===== src/rtl/event_kernel_scheduler_if.sv =====
// Bundle of the request, kernel (ap_ctrl_hs) and response channels of the
// event kernel scheduler. The master modport is the scheduler's view; the
// slave modport is the view of the LP front-ends plus kernel side.
interface event_kernel_scheduler_if #(
  parameter int N_REQ  = 4,
  parameter int TS_W   = 32,
  parameter int DATA_W = 32,
  parameter int ID_W   = 2
);
  // Requester side
  logic [N_REQ-1:0]        req_valid;
  logic [N_REQ-1:0]        req_ready;
  logic [N_REQ-1:0]        req_rollback;
  logic [N_REQ*TS_W-1:0]   req_ts;
  logic [N_REQ*DATA_W-1:0] req_data;

  // Kernel side
  logic                    k_ap_start;
  logic                    k_ap_ready;
  logic                    k_ap_done;
  logic                    k_rollback;
  logic [TS_W-1:0]         k_ts;
  logic [DATA_W-1:0]       k_data;
  logic [DATA_W-1:0]       k_return;

  // Response side
  logic                    rsp_valid;
  logic                    rsp_ready;
  logic [ID_W-1:0]         rsp_id;
  logic [DATA_W-1:0]       rsp_data;

  modport master (
    input  req_valid, req_rollback, req_ts, req_data,
    input  k_ap_ready, k_ap_done, k_return,
    input  rsp_ready,
    output req_ready,
    output k_ap_start, k_rollback, k_ts, k_data,
    output rsp_valid, rsp_id, rsp_data
  );

  modport slave (
    output req_valid, req_rollback, req_ts, req_data,
    output k_ap_ready, k_ap_done, k_return,
    output rsp_ready,
    input  req_ready,
    input  k_ap_start, k_rollback, k_ts, k_data,
    input  rsp_valid, rsp_id, rsp_data
  );
endinterface


===== src/rtl/event_kernel_scheduler.sv =====
// Event kernel scheduler: shares one ap_ctrl_hs event_history_kernel among
// N_REQ logical-process requesters. Rollback commands win over inserts and
// each class is served round-robin with its own pointer. Only one kernel
// invocation is ever outstanding.
// Optional feature: define SCHED_PERF_CNT_EN to add saturating 32-bit
// performance counters (busy cycles, grants per class, response stalls).
module event_kernel_scheduler #(
  parameter int N_REQ  = 4,
  parameter int TS_W   = 32,
  parameter int DATA_W = 32,
  parameter int ID_W   = 2
) (
  input  logic ap_clk,
  input  logic ap_rst_n,
  event_kernel_scheduler_if.master bus,
  output logic busy,
  output logic err_spurious_done
`ifdef SCHED_PERF_CNT_EN
  ,
  output logic [31:0] cnt_busy,
  output logic [31:0] cnt_grant_ev,
  output logic [31:0] cnt_grant_rb,
  output logic [31:0] cnt_stall_rsp
`endif
);

  typedef enum logic [1:0] {IDLE, LAUNCH, WAIT_DONE, RESPOND} state_t;

  state_t              state_q, state_d;
  logic [ID_W-1:0]     rbPtr_q, rbPtr_d;
  logic [ID_W-1:0]     evPtr_q, evPtr_d;
  logic                kRollback_q, kRollback_d;
  logic [TS_W-1:0]     kTs_q, kTs_d;
  logic [DATA_W-1:0]   kData_q, kData_d;
  logic [ID_W-1:0]     rspId_q, rspId_d;
  logic [DATA_W-1:0]   rspData_q, rspData_d;
  logic                errSpurious_q, errSpurious_d;

  logic [N_REQ-1:0]    rbMask, evMask;
  logic                rbFound, evFound;
  logic [ID_W-1:0]     rbIdx, evIdx;
  logic                grantValid, grantRb;
  logic [ID_W-1:0]     winner, winnerNext;

  // Winner selection: first candidate at or after each class pointer, scanned
  // from the far end so the nearest hit overwrites the others.
  always_comb begin
    rbMask  = bus.req_valid & bus.req_rollback;
    evMask  = bus.req_valid & ~bus.req_rollback;
    rbFound = 1'b0;
    rbIdx   = '0;
    evFound = 1'b0;
    evIdx   = '0;
    for (int k = N_REQ - 1; k >= 0; k--) begin
      if (rbMask[ID_W'((int'(rbPtr_q) + k) % N_REQ)]) begin
        rbFound = 1'b1;
        rbIdx   = ID_W'((int'(rbPtr_q) + k) % N_REQ);
      end
      if (evMask[ID_W'((int'(evPtr_q) + k) % N_REQ)]) begin
        evFound = 1'b1;
        evIdx   = ID_W'((int'(evPtr_q) + k) % N_REQ);
      end
    end
    grantValid = rbFound | evFound;
    grantRb    = rbFound;
    winner     = rbFound ? rbIdx : evIdx;
    winnerNext = (int'(winner) == N_REQ - 1) ? '0 : winner + ID_W'(1);
  end

  // State and datapath registers; reset kills any launch or response in flight.
  always_ff @(posedge ap_clk or negedge ap_rst_n) begin
    if (!ap_rst_n) begin
      state_q       <= IDLE;
      rbPtr_q       <= '0;
      evPtr_q       <= '0;
      kRollback_q   <= 1'b0;
      kTs_q         <= '0;
      kData_q       <= '0;
      rspId_q       <= '0;
      rspData_q     <= '0;
      errSpurious_q <= 1'b0;
    end else begin
      state_q       <= state_d;
      rbPtr_q       <= rbPtr_d;
      evPtr_q       <= evPtr_d;
      kRollback_q   <= kRollback_d;
      kTs_q         <= kTs_d;
      kData_q       <= kData_d;
      rspId_q       <= rspId_d;
      rspData_q     <= rspData_d;
      errSpurious_q <= errSpurious_d;
    end
  end

  // Next-state logic: grant and latch operands in IDLE, follow the kernel
  // handshake, hold the response until it is accepted.
  always_comb begin
    state_d       = state_q;
    rbPtr_d       = rbPtr_q;
    evPtr_d       = evPtr_q;
    kRollback_d   = kRollback_q;
    kTs_d         = kTs_q;
    kData_d       = kData_q;
    rspId_d       = rspId_q;
    rspData_d     = rspData_q;
    errSpurious_d = errSpurious_q;

    case (state_q)
      IDLE: begin
        if (grantValid) begin
          kRollback_d = grantRb;
          kTs_d       = bus.req_ts[int'(winner)*TS_W +: TS_W];
          kData_d     = bus.req_data[int'(winner)*DATA_W +: DATA_W];
          rspId_d     = winner;
          if (grantRb) begin
            rbPtr_d = winnerNext;
          end else begin
            evPtr_d = winnerNext;
          end
          state_d = LAUNCH;
        end
      end
      LAUNCH: begin
        if (bus.k_ap_ready) begin
          if (bus.k_ap_done) begin
            rspData_d = bus.k_return;
            state_d   = RESPOND;
          end else begin
            state_d = WAIT_DONE;
          end
        end
      end
      WAIT_DONE: begin
        if (bus.k_ap_done) begin
          rspData_d = bus.k_return;
          state_d   = RESPOND;
        end
      end
      RESPOND: begin
        if (bus.rsp_ready) begin
          state_d = IDLE;
        end
      end
      default: state_d = IDLE;
    endcase

    if (bus.k_ap_done && (state_q == IDLE || state_q == RESPOND)) begin
      errSpurious_d = 1'b1;
    end
  end

  // Outputs decoded from the current state; the accept pulse is combinational
  // so it lands in the same cycle the operands are latched.
  always_comb begin
    bus.req_ready = '0;
    if (state_q == IDLE && grantValid) begin
      bus.req_ready[winner] = 1'b1;
    end
    bus.k_ap_start = (state_q == LAUNCH);
    bus.rsp_valid  = (state_q == RESPOND);
    busy           = (state_q != IDLE);
  end

  assign bus.k_rollback    = kRollback_q;
  assign bus.k_ts          = kTs_q;
  assign bus.k_data        = kData_q;
  assign bus.rsp_id        = rspId_q;
  assign bus.rsp_data      = rspData_q;
  assign err_spurious_done = errSpurious_q;

`ifdef SCHED_PERF_CNT_EN
  logic [31:0] cntBusy_q, cntGrantEv_q, cntGrantRb_q, cntStallRsp_q;

  // Saturating performance counters.
  always_ff @(posedge ap_clk or negedge ap_rst_n) begin
    if (!ap_rst_n) begin
      cntBusy_q     <= '0;
      cntGrantEv_q  <= '0;
      cntGrantRb_q  <= '0;
      cntStallRsp_q <= '0;
    end else begin
      if (busy && cntBusy_q != 32'hFFFF_FFFF) begin
        cntBusy_q <= cntBusy_q + 32'd1;
      end
      if (state_q == IDLE && grantValid && !grantRb && cntGrantEv_q != 32'hFFFF_FFFF) begin
        cntGrantEv_q <= cntGrantEv_q + 32'd1;
      end
      if (state_q == IDLE && grantValid && grantRb && cntGrantRb_q != 32'hFFFF_FFFF) begin
        cntGrantRb_q <= cntGrantRb_q + 32'd1;
      end
      if (state_q == RESPOND && !bus.rsp_ready && cntStallRsp_q != 32'hFFFF_FFFF) begin
        cntStallRsp_q <= cntStallRsp_q + 32'd1;
      end
    end
  end

  assign cnt_busy      = cntBusy_q;
  assign cnt_grant_ev  = cntGrantEv_q;
  assign cnt_grant_rb  = cntGrantRb_q;
  assign cnt_stall_rsp = cntStallRsp_q;
`endif

endmodule


===== src/flat_wrapper.sv =====
// flat-port wrapper written by rule: the top's interface ports become plain ports
module event_kernel_scheduler_flat 
#(
  parameter int N_REQ  = 4,
  parameter int TS_W   = 32,
  parameter int DATA_W = 32,
  parameter int ID_W   = 2
)
  (ap_clk, ap_rst_n, busy, err_spurious_done, bus_req_valid, bus_req_rollback, bus_req_ts, bus_req_data, bus_k_ap_ready, bus_k_ap_done, bus_k_return, bus_rsp_ready, bus_req_ready, bus_k_ap_start, bus_k_rollback, bus_k_ts, bus_k_data, bus_rsp_valid, bus_rsp_id, bus_rsp_data);
  event_kernel_scheduler_if #(.N_REQ(N_REQ), .TS_W(TS_W), .DATA_W(DATA_W), .ID_W(ID_W)) bus_i ();
  input  logic ap_clk;
  input  logic ap_rst_n;
  output logic busy;
  output logic err_spurious_done;
  input wire logic [$bits(bus_i.req_valid)-1:0] bus_req_valid;
  input wire logic [$bits(bus_i.req_rollback)-1:0] bus_req_rollback;
  input wire logic [$bits(bus_i.req_ts)-1:0] bus_req_ts;
  input wire logic [$bits(bus_i.req_data)-1:0] bus_req_data;
  input wire logic [$bits(bus_i.k_ap_ready)-1:0] bus_k_ap_ready;
  input wire logic [$bits(bus_i.k_ap_done)-1:0] bus_k_ap_done;
  input wire logic [$bits(bus_i.k_return)-1:0] bus_k_return;
  input wire logic [$bits(bus_i.rsp_ready)-1:0] bus_rsp_ready;
  output wire logic [$bits(bus_i.req_ready)-1:0] bus_req_ready;
  output wire logic [$bits(bus_i.k_ap_start)-1:0] bus_k_ap_start;
  output wire logic [$bits(bus_i.k_rollback)-1:0] bus_k_rollback;
  output wire logic [$bits(bus_i.k_ts)-1:0] bus_k_ts;
  output wire logic [$bits(bus_i.k_data)-1:0] bus_k_data;
  output wire logic [$bits(bus_i.rsp_valid)-1:0] bus_rsp_valid;
  output wire logic [$bits(bus_i.rsp_id)-1:0] bus_rsp_id;
  output wire logic [$bits(bus_i.rsp_data)-1:0] bus_rsp_data;
  assign bus_i.req_valid = bus_req_valid;
  assign bus_i.req_rollback = bus_req_rollback;
  assign bus_i.req_ts = bus_req_ts;
  assign bus_i.req_data = bus_req_data;
  assign bus_i.k_ap_ready = bus_k_ap_ready;
  assign bus_i.k_ap_done = bus_k_ap_done;
  assign bus_i.k_return = bus_k_return;
  assign bus_i.rsp_ready = bus_rsp_ready;
  assign bus_req_ready = bus_i.req_ready;
  assign bus_k_ap_start = bus_i.k_ap_start;
  assign bus_k_rollback = bus_i.k_rollback;
  assign bus_k_ts = bus_i.k_ts;
  assign bus_k_data = bus_i.k_data;
  assign bus_rsp_valid = bus_i.rsp_valid;
  assign bus_rsp_id = bus_i.rsp_id;
  assign bus_rsp_data = bus_i.rsp_data;
  event_kernel_scheduler #(.N_REQ(N_REQ), .TS_W(TS_W), .DATA_W(DATA_W), .ID_W(ID_W)) u_core (.ap_clk(ap_clk), .ap_rst_n(ap_rst_n), .bus(bus_i), .busy(busy), .err_spurious_done(err_spurious_done));
endmodule

===== config.mk =====
export PLATFORM = sky130hd
export DESIGN_NAME = event_kernel_scheduler_flat
export DESIGN_NICKNAME = d
export VERILOG_FILES = /design/src/rtl/event_kernel_scheduler_if.sv /design/src/rtl/event_kernel_scheduler.sv /design/src/flat_wrapper.sv
export SDC_FILE = /design/constraint.sdc
export NUM_CORES = 1
export LEC_CHECK = 0
export ABC_AREA = 1
export CAP_MARGIN = 25
export CORE_AREA = 3 3 156 158
export DETAILED_ROUTE_END_ITERATION = 8
export DIE_AREA = 0 0 159 161
export DONT_BUFFER_PORTS = 1
export SLEW_MARGIN = 10
export SYNTH_ARGS = -nofsm -noshare
export SYNTH_HDL_FRONTEND = slang
export SYNTH_SLANG_ARGS = --single-unit

===== constraint.sdc =====
create_clock -name ap_clk -period 3.23 [get_ports ap_clk]
set_clock_uncertainty 0.15 [all_clocks]
set_input_delay 0.4845 -clock ap_clk [delete_from_list [all_inputs] [get_ports ap_clk]]
set_output_delay 0.4845 -clock ap_clk [all_outputs]
set_load 0.05 [all_outputs]

==> results of run 1 <==
[Yosys cell counts (2+ instances only)]
cell type / number / area [µm²]
dfrtp_1: 106 / 2650
nor2_1: 9 / 33.8
inv_1: 281 / 1050
mux2_2: 32 / 360
nand2_1: 446 / 1670
o21ai_1: 2 / 10.0
clkbuf_1: 12 / 45.0
a21oi_1: 3 / 15.0
buf_1: 5 / 18.8
buf_2: 48 / 240
o21ai_0: 11 / 55.1
buf_6: 2 / 22.5
nand3_1: 274 / 1370
buf_4: 8 / 60.1
ha_1: 6 / 75.1
clkbuf_2: 2 / 10.0
xor2_1: 2 / 17.5
inv_2: 2 / 7.51
[logic make-up (layout without fill, tap and decap cells)]
group	Yosys count	count (layout)	synth area share (%)
buffers and inverters	360	320	18.7
XOR/XNOR	3	3	0.336
multiplexers	32	32	4.61
AND/OR/NAND/NOR	734	734	39.8
AO/OA/AOI/OAI	22	22	1.65
flip-flops	106	106	33.9
adder cells (fa/ha/maj)	6	6	0.961
[registers in the layout (all words and copies together), names as in the netlist]
| register | count |
|---|---|
| u_core.bus.k_data | 32 |
| u_core.bus.k_rollback | 1 |
| u_core.bus.k_ts | 32 |
| u_core.bus.rsp_data | 32 |
| u_core.bus.rsp_id | 2 |
| u_core.err_spurious_done | 1 |
| u_core.evPtr_q | 2 |
| u_core.rbPtr_q | 2 |
| u_core.state_q | 2 |
[layer usage]
metal	track usage [%]	vias to the layer above	routed length, µm
met5	0	-	0
met4	5.25	0	463
met1	21.2	3448	9580
met3	5.44	27	1980
met2	31.8	338	11800
li1	-	3700	-
[worst min-delay path by stage]
stage,startpoint,slack [ns],end,depth (start not counted)
floorplan,ap_rst_n,0.04,u_core.bus.k_data[0]$_DFFE_PN0P_,0
global placement,ap_rst_n,0.04,u_core.bus.rsp_data[23]$_DFFE_PN0P_,0
detailed placement,ap_rst_n,0.04,u_core.bus.rsp_data[23]$_DFFE_PN0P_,0
CTS,bus_k_return[23],0.10,u_core.bus.rsp_data[23]$_DFFE_PN0P_,1
global route,bus_k_return[23],0.1,u_core.bus.rsp_data[23]$_DFFE_PN0P_,1
finish,bus_k_return[26],0.12,u_core.bus.rsp_data[26]$_DFFE_PN0P_,1
[critical path, delay by kind of cell, from the launching register on]
family | cells | cell delay (ns)
fa+ha+maj | 1 | 0.16
simple gates | 6 | 0.76
buf+inv | 4 | 0.51
compound gates | 1 | 0.15
flops | 1 | 0.45
[metrics by stage]
stage,setup slack (ns),hold slack (ns),area [µm²]
floorplan,0.174,0.0389,7820
global placement,0.492,0.0411,8020
detailed placement,0.465,0.0412,8020
CTS,0.0504,0.105,8340
global route,0.00217,0.0972,8390
finish,0.218,0.124,8390
[what timing repair did]
action,in CTS,in global routing
setup buffers,0,2
gates resized for setup,0,12
hold buffers,2,0
endpoints found under the hold margin,106,0
endpoints found under the setup margin,0,4
[cell type report]
type / instances / area [µm²]
fillers: 2547 / 14900
repair buffers: 21 / 226
inverters: 283 / 1060
well taps: 319 / 399
clock buffers: 10 / 229
multi-input cells: 797 / 3760
clock inverters: 6 / 56.3
flip-flops and latches: 106 / 2660
==> flow_summary.yaml, run 1 <==
detailed_routing:
  finalWirelength_um: 23900
  drc: 0
  drt_iter0_markers: 486
  ant_nets: 0
  dr.pass1.iters: 5
  vias: 7513
  viasPerCell: 4.87
  wire_per_inst_um: 15.5
grt:
  grt_start_max_net_pins: 130
  antenna_found_initial: 0
  grt.overflow.total: 0
  first_global_vias: 7198
  grt_pass1_wl_um: 37700
  grt.total_usage_pct: 18.0
timing:
  slew_headroom_pct: 54.1
  max_freq_mhz: 332
  rsz0062_at_grt: "no"
  timing.setup.tns_ns: 0
  worst_slew_pin_slew_ns: 0.689
  slew_viol_final: 0
  final.period_utilization_pct: 93.3
  layout_min_cycle_time_ns: 3.01
  final-setup-viol-count: 0
  hold_violations: 0
run:
  cap_viol_max_count: 0
die:
  die-width_um: 159
  coreArea_um2: 23300
  ios: 408
  die_area_um2: 25600
  num_rows: 56
  initial_core_util_pct: 33.6
  die_h_um: 161
finish:
  final_common_cell: "nand2_1"
  layout.nets: 1525
  syn_to_final_growth_pct: 7.36
  layout-drive-gt1-share_pct: 6.87
  instances_no_fill: 1542
  antennaDiodeCount: 0
  final_util_pct: 36.1
  layout.cells.most_common_list: "441 x nand2_1, 280 x inv_1, 273 x nand3_1"
worst_setup_path:
  r2r_cells: 14
  crit_path_start: "u_core.rbPtr_q[0]$_DFFE_PN0P_"
  critPathLaunchType: "flip-flop"
  crit_path_cell_trace: "clkbuf_2 > nand2_1 > o21ai_0 > nor2_1 > nand2_2 > inv_2 > nand3_1 > nand2_2 > ha_1 > inv_1 > nor2_2 > buf_6"
  r2r_slack_ns: 0.52
  cp-end-kind: "output port"
  critPathKind: "reg -> out"
  cpMaxStageDelayCell: "dfrtp_2"
  worstReg2RegStart: "u_core.rbPtr_q[0]$_DFFE_PN0P_"
  crit_end: "bus_req_ready[3]"
  required_ns: 2.60
  crit_fanout: 7
  cp_data_arrival_time_ns: 2.38
  cpPeakStageDelay_ns: 0.45
  r2r-end: "u_core.bus.k_data[16]$_DFFE_PN0P_"
  path_common_cell: "nand2_2"
yosys:
  synth_fp_nets: 1570
  syn_inst: 1263
  synth_edf_count: 0
  synth_warnings: 0
  ys_seq_elements: 106
  synth_flop_cell: "dfrtp_1"
  mappedNetlistArea_um2: 7810
  synthDistinctLibCells: 30
  ys_async_sr_fraction_pct: 100
  ys_seq_area_share_pct: 33.9
  syn_avg_cell_area_um2: 6.19
status:
  status: "complete, no violations"
cts:
  cts_tree: "yes"
  cts_buffer_depth: 2
  cts.htree.levels: 3
  clk_latency_ns: 0.35
  numCtsBuffers: 9
  root_buffer: "clkbuf_16"
  clkTransAtPathRegs_ns: 0.09
  cts_sinks: 106
placement:
  placedCellCount: 1522
  numPortBuffers: 0
  gp_congestion: 0.893
  place_hpwl_um: 17900
hold_path:
  min_path_type: "in -> reg"
Power of run 1 is left out: the tool's default activity adds up to more than one toggle a clock period on the data nets, which glitch-free logic cannot reach.
==> run 2, diff against run 1 <==
--- a/config.mk
+++ b/config.mk
@@ -7,11 +7,12 @@
 export LEC_CHECK = 0
 export ABC_AREA = 1
 export CAP_MARGIN = 25
-export CORE_AREA = 3 3 156 158
+export CORE_AREA = 3 3 158 160
 export DETAILED_ROUTE_END_ITERATION = 8
-export DIE_AREA = 0 0 159 161
+export DIE_AREA = 0 0 161 163
 export DONT_BUFFER_PORTS = 1
 export SLEW_MARGIN = 10
 export SYNTH_ARGS = -nofsm -noshare
 export SYNTH_HDL_FRONTEND = slang
 export SYNTH_SLANG_ARGS = --single-unit
+export TNS_END_PERCENT = 50
==> flow_summary.yaml, run 2 (synthesis gave the netlist of run 1 again) <==
status:
  status: "complete, no violations"
die:
  die_h_um: 163
  die-width_um: 161
  die_area_um2: 26200
  num_rows: 56
  initial_core_util_pct: 33.2
  coreArea_um2: 23500
  ios: 408
cts:
  clk_latency_ns: 0.34
  cts.htree.levels: 3
  cts_tree: "yes"
  root_buffer: "clkbuf_16"
  clkTransAtPathRegs_ns: 0.08
  post_cts_buffers: 0
  cts_buffer_depth: 2
  numCtsBuffers: 9
  cts_sinks: 106
timing:
  max_freq_mhz: 335
  slew_viol_final: 0
  slew_headroom_pct: 57.7
  hold_violations: 0
  layout_min_cycle_time_ns: 2.99
  final.period_utilization_pct: 92.5
  rsz0062_at_grt: "no"
  timing.setup.tns_ns: 0
  final-setup-viol-count: 0
  fin_hold_ws_ns: 0.129
  worst_slew_pin_slew_ns: 0.635
finish:
  nFillCells: 2612
  syn_to_final_growth_pct: 7.08
  layout.nets: 1523
  layout-drive-gt1-share_pct: 6.39
  final_common_cell: "nand2_1"
  layout.cells.most_common_list: "442 x nand2_1, 280 x inv_1, 273 x nand3_1"
  finish.instance_area_um2: 8370
detailed_routing:
  drc: 0
  drt_iter0_markers: 448
  viasPerCell: 4.82
  finalWirelength_um: 24000
  vias: 7434
  ant_nets: 0
  wire_per_inst_um: 15.6
  dr.pass1.iters: 6
grt:
  grt.overflow.total: 0
  first_global_vias: 7185
  grt_start_max_net_pins: 130
  grt_pass1_wl_um: 37000
  antenna_found_initial: 1
  grt.total_usage_pct: 17.4
worst_setup_path:
  cpMaxStageDelayCell: "dfrtp_2"
  path_common_cell: "nand2_1"
  critPathLaunchType: "flip-flop"
  crit_path_start: "u_core.evPtr_q[0]$_DFFE_PN0P_"
  crit_end: "bus_req_ready[3]"
  cp_num_buf_inv: 5
  crit_path_cell_trace: "inv_2 > nand3_1 > nand2_1 > nand2_1 > nand2_1 > inv_1 > a21oi_1 > nand2_1 > nand3_4 > nand2_4 > inv_1 > ha_1 > inv_1 > nor2_1 > buf_4"
  r2r_cells: 13
  crit_fanout: 9
  crit_cells: 15
  critPathKind: "reg -> out"
  cp-end-kind: "output port"
  required_ns: 2.60
  r2r_slack_ns: 0.56
  r2r-end: "u_core.bus.k_ts[18]$_DFFE_PN0P_"
  cp_data_arrival_time_ns: 2.35
  cpPeakStageDelay_ns: 0.49
  worstReg2RegStart: "u_core.rbPtr_q[0]$_DFFE_PN0P_"
  cp_top_family: "simple AND/OR/NAND/NOR gates"
hold_path:
  min_path_type: "in -> reg"
placement:
  dpl-instance-area_um2: 8020
  numPortBuffers: 0
  gp_congestion: 0.855
  place_hpwl_um: 18100
run:
  cap_viol_max_count: 0
[run 2: worst min-delay path by stage]
stage | to | cells past startpoint | slack [ns] | start
2_1_floorplan | u_core.bus.k_data[0]$_DFFE_PN0P_ | 0 | 0.04 | ap_rst_n
3_3_place_gp | u_core.bus.rsp_data[23]$_DFFE_PN0P_ | 0 | 0.04 | ap_rst_n
3_5_place_dp | u_core.bus.rsp_data[23]$_DFFE_PN0P_ | 0 | 0.04 | ap_rst_n
4_1_cts | u_core.bus.rsp_data[22]$_DFFE_PN0P_ | 1 | 0.11 | bus_k_return[22]
5_1_grt | u_core.bus.rsp_data[20]$_DFFE_PN0P_ | 1 | 0.11 | bus_k_return[20]
6_report | u_core.bus.rsp_data[22]$_DFFE_PN0P_ | 1 | 0.13 | bus_k_return[22]
[run 2: worst reg2reg max path, cell delays in order (launching register included)]
cell,delay [ns]
dfrtp_2,0.48
o21ai_0,0.33
nand2_1,0.12
nand3_1,0.12
nand2_1,0.06
nand2_1,0.10
nand3_4,0.10
nand2_4,0.12
buf_4,0.51
nand2_1,0.21
nand3_1,0.11
nand2_1,0.06
nand2_1,0.05
nand2_1,0.05
[run 2: routing by layer]
layer  part of all wire, %  GRT usage, %  wire length [µm]
met1                    38          19.5              9140
met2                    50          30.7             12000
met3                   8.6          5.19              2080
met4                   3.4          7.51               818
met5                     0             0                 0
[run 2: stage by stage]
stage               setup WS [ns]  utilization (%)  std cells
floorplan                   0.174                -       1263
global placement            0.507             34.1       1522
detailed placement          0.481             34.1       1522
CTS                         0.140             35.5       1540
global route               0.0342             35.5       1541
finish                      0.241             35.5       1541
[run 2: cell type report]
type	instances	area (µm²)	share of cell area (%)
flip-flops and latches	106	2660	31.7
diodes	1	2.50	0.0299
multi-input cells	797	3740	44.7
clock buffers	10	229	2.74
well taps	319	399	4.77
inverters	283	1060	12.7
repair buffers	19	203	2.42
clock inverters	6	73.8	0.882
[run 2: timing repair]
item,CTS,global route
endpoints found under the setup margin,0,3
hold buffers,2,0
hold endpoints to repair,106,0
resized for setup,0,3
Power of run 2 is left out for the same reason.
==> RTL edit 1, RTL diff (flow settings as in run 1) <==
`DATA_W` is set to 32 in 3 places; all go to 16.
--- a/src/rtl/event_kernel_scheduler_if.sv
+++ b/src/rtl/event_kernel_scheduler_if.sv
@@ -4,7 +4,7 @@
 interface event_kernel_scheduler_if #(
   parameter int N_REQ  = 4,
   parameter int TS_W   = 32,
-  parameter int DATA_W = 32,
+  parameter int DATA_W = 16,
   parameter int ID_W   = 2
 );
   // Requester side
--- a/src/rtl/event_kernel_scheduler.sv
+++ b/src/rtl/event_kernel_scheduler.sv
@@ -7,7 +7,7 @@
 module event_kernel_scheduler #(
   parameter int N_REQ  = 4,
   parameter int TS_W   = 32,
-  parameter int DATA_W = 32,
+  parameter int DATA_W = 16,
   parameter int ID_W   = 2
 ) (
   input  logic ap_clk,
--- a/src/flat_wrapper.sv
+++ b/src/flat_wrapper.sv
@@ -3,7 +3,7 @@
 #(
   parameter int N_REQ  = 4,
   parameter int TS_W   = 32,
-  parameter int DATA_W = 32,
+  parameter int DATA_W = 16,
   parameter int ID_W   = 2
 )
   (ap_clk, ap_rst_n, busy, err_spurious_done, bus_req_valid, bus_req_rollback, bus_req_ts, bus_req_data, bus_k_ap_ready, bus_k_ap_done, bus_k_return, bus_rsp_ready, bus_req_ready, bus_k_ap_start, bus_k_rollback, bus_k_ts, bus_k_data, bus_rsp_valid, bus_rsp_id, bus_rsp_data);
Interface: changed (resized bus_k_data, bus_k_return, bus_req_data and bus_rsp_data); port bits go from 408 to 296. The function was not compared with the original's and may differ.
==> RTL edit 1 against run 1 <==
  * Synthesized area shrank 27%
  * Sequential cell count is 32 lower
  * Final area decreased by 23%
  * Wire length shrank 18%
  * Utilization decreased by 8.4 points
  * Maximum frequency is 1.2% lower
  * Worst setup slack lost 37 ps
Power is not shown: default switching activity piles up to over one toggle a cycle in this logic, so the estimate is an artifact.
==> RTL edit 1: results (changes against run 1) <==
- Final HPWL DP: 14.89 mm (was 17.86 mm)
- Syn Area/Cell: 6.213 sq um (was 6.188 sq um)
- Clock transition at the registers of the reported paths: 60 ps (was 90 ps)
- DRT Wirelength: 19.69 mm (was 23.87 mm)
- Status: finished clean (unchanged)
- Vias in the first global route: 5373 (was 7198)
- First-pass GRT wire length: 29.97 mm (was 37.70 mm)
- R2R depth: 13 (was 14)
- Share of post-route cells with drive strength above 1: 0.07293 (was 0.06868)
- Total global-route track usage: 0.1491 (was 0.1800)
- Post-synthesis sequential area ratio: 0.3233 (was 0.3394)
- Initial antenna violation count: 1 (was 0)
- Slew @ Worst Pin: 608.5 ps (was 689.0 ps)
- Hold_ws: 141.9 ps (was 124.3 ps)
- Synth unique cells: 28 (was 30)
- Worst EP arrival: 2420 ps (was 2380 ps)
- Most instantiated cells after synthesis: nand2_1, inv_1, nand3_1, dfrtp_1, nand3b_1 (was nand2_1, inv_1, nand3_1, dfrtp_1, buf_2)
- Placement Cell Area: 6072 sq um (was 8020 sq um)
- Non-filler cells, final: 1225 (was 1542)
- Min-delay src: bus_k_return[8] (was bus_k_return[26])
- DR pass1 iterations: 4 (was 5)
- Initial DRC count: 314 (was 486)
- Reg2Reg Setup Slack: 540 ps (was 520 ps)
- Drt via density: 4.567 (was 4.872)
- Hold endpoint: u_core.bus.rsp_data[8] (was u_core.bus.rsp_data[26])
- Final estimated routing congestion in global placement: 0.8645 (was 0.8926)
- Largest net degree at the start of global routing: 98 (was 130)
- R2R Path End: u_core.bus.k_ts[5] (was u_core.bus.k_data[16])
RTL edit 1: cell types whose count changed after synthesis, moves of 3 or more:
cell / run 1 / this run
mux2_2: 32 / 16
o21ai_0: 11 / 6
buf_1: 5 / 18
nand2_1: 446 / 351
nand3b_1: 0 / 49
buf_2: 48 / 13
dfrtp_1: 106 / 74
inv_1: 281 / 167
buf_4: 8 / 11
nand3_1: 274 / 165
RTL edit 1: how the worst max path moves through the flow:
stage	to	slack, ps	cells past startpoint
floorplan	bus_req_ready[0]	40	10
global placement	u_core.bus.k_ts[5]	450	14
detailed placement	u_core.bus.k_ts[5]	360	14
CTS	bus_req_ready[3]	100	12
global route	bus_req_ready[3]	30	12
finish	bus_req_ready[3]	180	11
RTL edit 1: logic make-up (layout without fill, tap and decap cells):
| kind of cell | Yosys count | count (layout) | synth area share |
|---|---|---|---|
| compound gates | 15 | 15 | 0.01442 |
| xor+xnor | 2 | 2 | 0.003059 |
| buf+inv | 225 | 208 | 0.1588 |
| flops | 74 | 74 | 0.3233 |
| simple gates | 584 | 584 | 0.4559 |
| other cells | 0 | 1 | 0 |
| fa+ha+maj | 6 | 6 | 0.01311 |
| mux | 16 | 16 | 0.03145 |
RTL edit 1: metal layers:
| layer | global-route usage | up-vias | share of wire |
|---|---|---|---|
| met1 | 0.1716 | 2509 | 0.41 |
| li1 | - | 2773 | - |
| met5 | 0 | - | 0 |
| met4 | 0.06168 | 0 | 0.032 |
| met2 | 0.2594 | 281 | 0.48 |
| met3 | 0.04463 | 32 | 0.079 |
RTL edit 1: critical path, stage by stage (launching register included):
cell	delay [ps]
dfrtp_2	450
buf_4	170
xnor2_1	140
nand2_2	110
nand4_2	210
inv_2	150
nand3_1	130
nand2_2	160
ha_1	170
inv_1	40
nor2_1	120
buf_4	220
RTL edit 1: what timing repair did:
item / 4_1_cts / 5_1_grt
hold buffers: 2 / 0
gates cloned: 0 / 0
resized for setup: 1 / 1
endpoints found under the setup margin: 1 / 2
buffers inserted: 0 / 1
endpoints found under the hold margin: 74 / 0
RTL edit 1: metrics by stage:
| stage | setup WS [ps] | util |
|---|---|---|
| after floorplan | 43.38 | - |
| after global placement | 445.8 | 0.2610 |
| after detailed placement | 355.2 | 0.2610 |
| after CTS | 102.1 | 0.2764 |
| after global routing | 29.82 | 0.2770 |
| final | 180.5 | 0.2770 |
RTL edit 1: layout make-up:
type	instances	area, sq um
antenna	1	2.502
clock buffer	9	225.2
clock inverter	7	93.84
fill	2657	16820
inverter	171	641.9
multi-input combinational	623	2998
sequential	74	1853
tap	319	399.1
timing repair buffer	21	230.2
==> RTL edit 2, RTL diff (flow settings as in run 1) <==
Made on the original files. Register the output `err_spurious_done` once more, cleared by the reset; this adds one clock of latency there. The other outputs are not delayed to match.
--- a/src/rtl/event_kernel_scheduler.sv
+++ b/src/rtl/event_kernel_scheduler.sv
@@ -166,7 +166,13 @@
   assign bus.k_data        = kData_q;
   assign bus.rsp_id        = rspId_q;
   assign bus.rsp_data      = rspData_q;
-  assign err_spurious_done = errSpurious_q;
+  always_ff @(posedge ap_clk or negedge ap_rst_n) begin
+    if (!ap_rst_n) begin
+      err_spurious_done <= '0;
+    end else begin
+      err_spurious_done <= errSpurious_q;
+    end
+  end
 
 `ifdef SCHED_PERF_CNT_EN
   logic [31:0] cntBusy_q, cntGrantEv_q, cntGrantRb_q, cntStallRsp_q;
Check against the original RTL: not settled (the Yosys comparison gave no result); the edit may change what the design does.
==> RTL edit 2 against run 1 <==
  * Worst setup slack lost 5.4 ps
  * Sequential cell count grew 1
  * Synthesized area grew 0.32%
  * Hold slack gained 4.6 ps
  * Final area grew 0.64%
  * Utilization grew 0.23 points
  * Die area is the same
  * Cell count grew 0.19%
  * Wire length grew 1.9%
Power is left out: the tool's default activity adds up to more than one toggle a clock period on the data nets, which glitch-free logic cannot reach.
==> RTL edit 2: results (changes against run 1) <==
- CTS root buf: clkbuf_16 (unchanged)
- Total CTS buffers: 9 (unchanged)
- Vias in the first global route: 7150 (was 7198)
- Largest stage delay, worst path: 470 ps (was 450 ps)
- First-pass GRT wire length: 37.47 mm (was 37.70 mm)
- Net Count, Synth: 1571 (was 1570)
- Async S/R FF share, synth: 1.000 (unchanged)
- Min-delay src: bus_k_return[12] (was bus_k_return[26])
- Reg2Reg Setup Slack: 570 ps (was 520 ps)
- Clock transition at the registers of the reported paths: 90 ps (about the same)
- Status: finished clean (unchanged)
- Max_slew headroom: 0.5795 (was 0.5407)
- Post-synthesis sequential area ratio: 0.3415 (was 0.3394)
- Filler cells: 2543 (was 2547)
- Total global-route track usage: 0.1794 (was 0.1800)
- DR pass1 iterations: 6 (was 5)
- Most instantiated cells after synthesis: nand2_1, inv_1, nand3_1, dfrtp_1, buf_2 (unchanged)
- Delay-heaviest family, CP: simple AND/OR/NAND/NOR gates (unchanged)
- Drt via density: 4.868 (was 4.872)
- RR Startpoint: u_core.evPtr_q[0] (was u_core.rbPtr_q[0])
- Syn Area/Cell: 6.203 sq um (was 6.188 sq um)
- Hold Crit Depth: 1 (unchanged)
- Synth unique cells: 30 (unchanged)
- Vias: 7521 (was 7513)
- PortBufs: 0 (unchanged)
- Pre-CTS WS: 528.7 ps (was 465.1 ps)
- Initial antenna violation count: 0 (unchanged)
- Initial DRC count: 570 (was 486)
- CTS H-tree lvls: 3 (unchanged)
- Synth top area cells: dfrtp_1, nand2_1, nand3_1 (unchanged)
- Wire length per cell: 15.74 microns (was 15.48 microns)
- Hold Crit Class: input port to flip-flop (unchanged)
- Clock Latency Late Sink: 350 ps (about the same)
- Share of post-route cells with drive strength above 1: 0.06933 (was 0.06868)
- Primary FF master, synth: dfrtp_1 (unchanged)
- Final HPWL DP: 18.14 mm (was 17.86 mm)
- WS Path Type: flip-flop to primary output (unchanged)
- R2R depth: 16 (was 14)
- Worst EP arrival: 2380 ps (about the same)
- CP Max Fanout: 6 (was 7)
- R2R Path End: u_core.bus.k_data[2] (was u_core.bus.k_data[16])
- Yosys warns: 0 (unchanged)
- Final estimated routing congestion in global placement: 0.8414 (was 0.8926)
- Dpl cells: 1525 (was 1522)
- CTS Buffer Depth: 2 (unchanged)
- Largest net degree at the start of global routing: 130 (unchanged)
- Hold endpoint: u_core.bus.rsp_data[12] (was u_core.bus.rsp_data[26])
- Antenna cells: 0 (unchanged)
- CP max-delay cell: dfrtp_2 (unchanged)
-- RTL edit 2: cell types whose count changed after synthesis --
cell and delta:
dfrtp_1 +1
-- RTL edit 2: cells by family after synthesis --
kind of cell / after synthesis / synth area share
buffers and inverters: 360 / 0.1861
adder cells (fa/ha/maj): 6 / 0.009575
multiplexers: 32 / 0.04596
AND/OR/NAND/NOR: 734 / 0.3971
AO/OA/AOI/OAI: 22 / 0.01644
XOR/XNOR: 3 / 0.003352
flip-flops: 107 / 0.3415
-- RTL edit 2: layout make-up --
class	instances	area share
Clock inverter	7	0.01037
Multi-Input combinational cell	797	0.4445
Clock buffer	9	0.02667
Sequential cell	107	0.3174
Tap cell	319	0.04727
Timing Repair Buffer	23	0.02800
Inverter	283	0.1258
-- RTL edit 2: worst max path at each step --
| stage | end | slack [ps] | cells after the start |
|---|---|---|---|
| global route | bus_req_ready[3] | 30 | 15 |
| detailed placement | bus_req_ready[3] | 530 | 15 |
| global placement | bus_req_ready[1] | 560 | 10 |
| CTS | bus_req_ready[3] | 130 | 15 |
| finish | bus_req_ready[3] | 210 | 16 |
| floorplan | bus_req_ready[3] | 170 | 15 |
-- RTL edit 2: through the flow --
stage,hold slack (ps),instance area [sq um],util
CTS,107.5,8411,0.3616
finish,128.9,8444,0.3630
global placement,41.23,8060,0.3465
global route,99.99,8444,0.3630
detailed placement,41.31,8060,0.3465
floorplan,38.91,7845,-
-- RTL edit 2: per-layer routing --
layer / vias to the layer above / GRT usage / share of wire
met4: 0 / 0.04855 / 0.016
met1: 3461 / 0.2071 / 0.40
met5: - / 0 / 0
li1: 3708 / - / -
met3: 25 / 0.05027 / 0.078
met2: 327 / 0.3265 / 0.51
-- RTL edit 2: what timing repair did --
item                                    CTS  global route
endpoints found under the setup margin    0             2
setup buffers                             0             2
gates resized for setup                   0             6
endpoints found under the hold margin   107             0
hold buffers                              2             0
-- RTL edit 2: worst register-to-register path, delay by kind of cell, from the launching register on --
kind                   cells  cell delay, ps
DFF                        1             470
and+or+nand+nor           13            1270
buffers and inverters      3             660
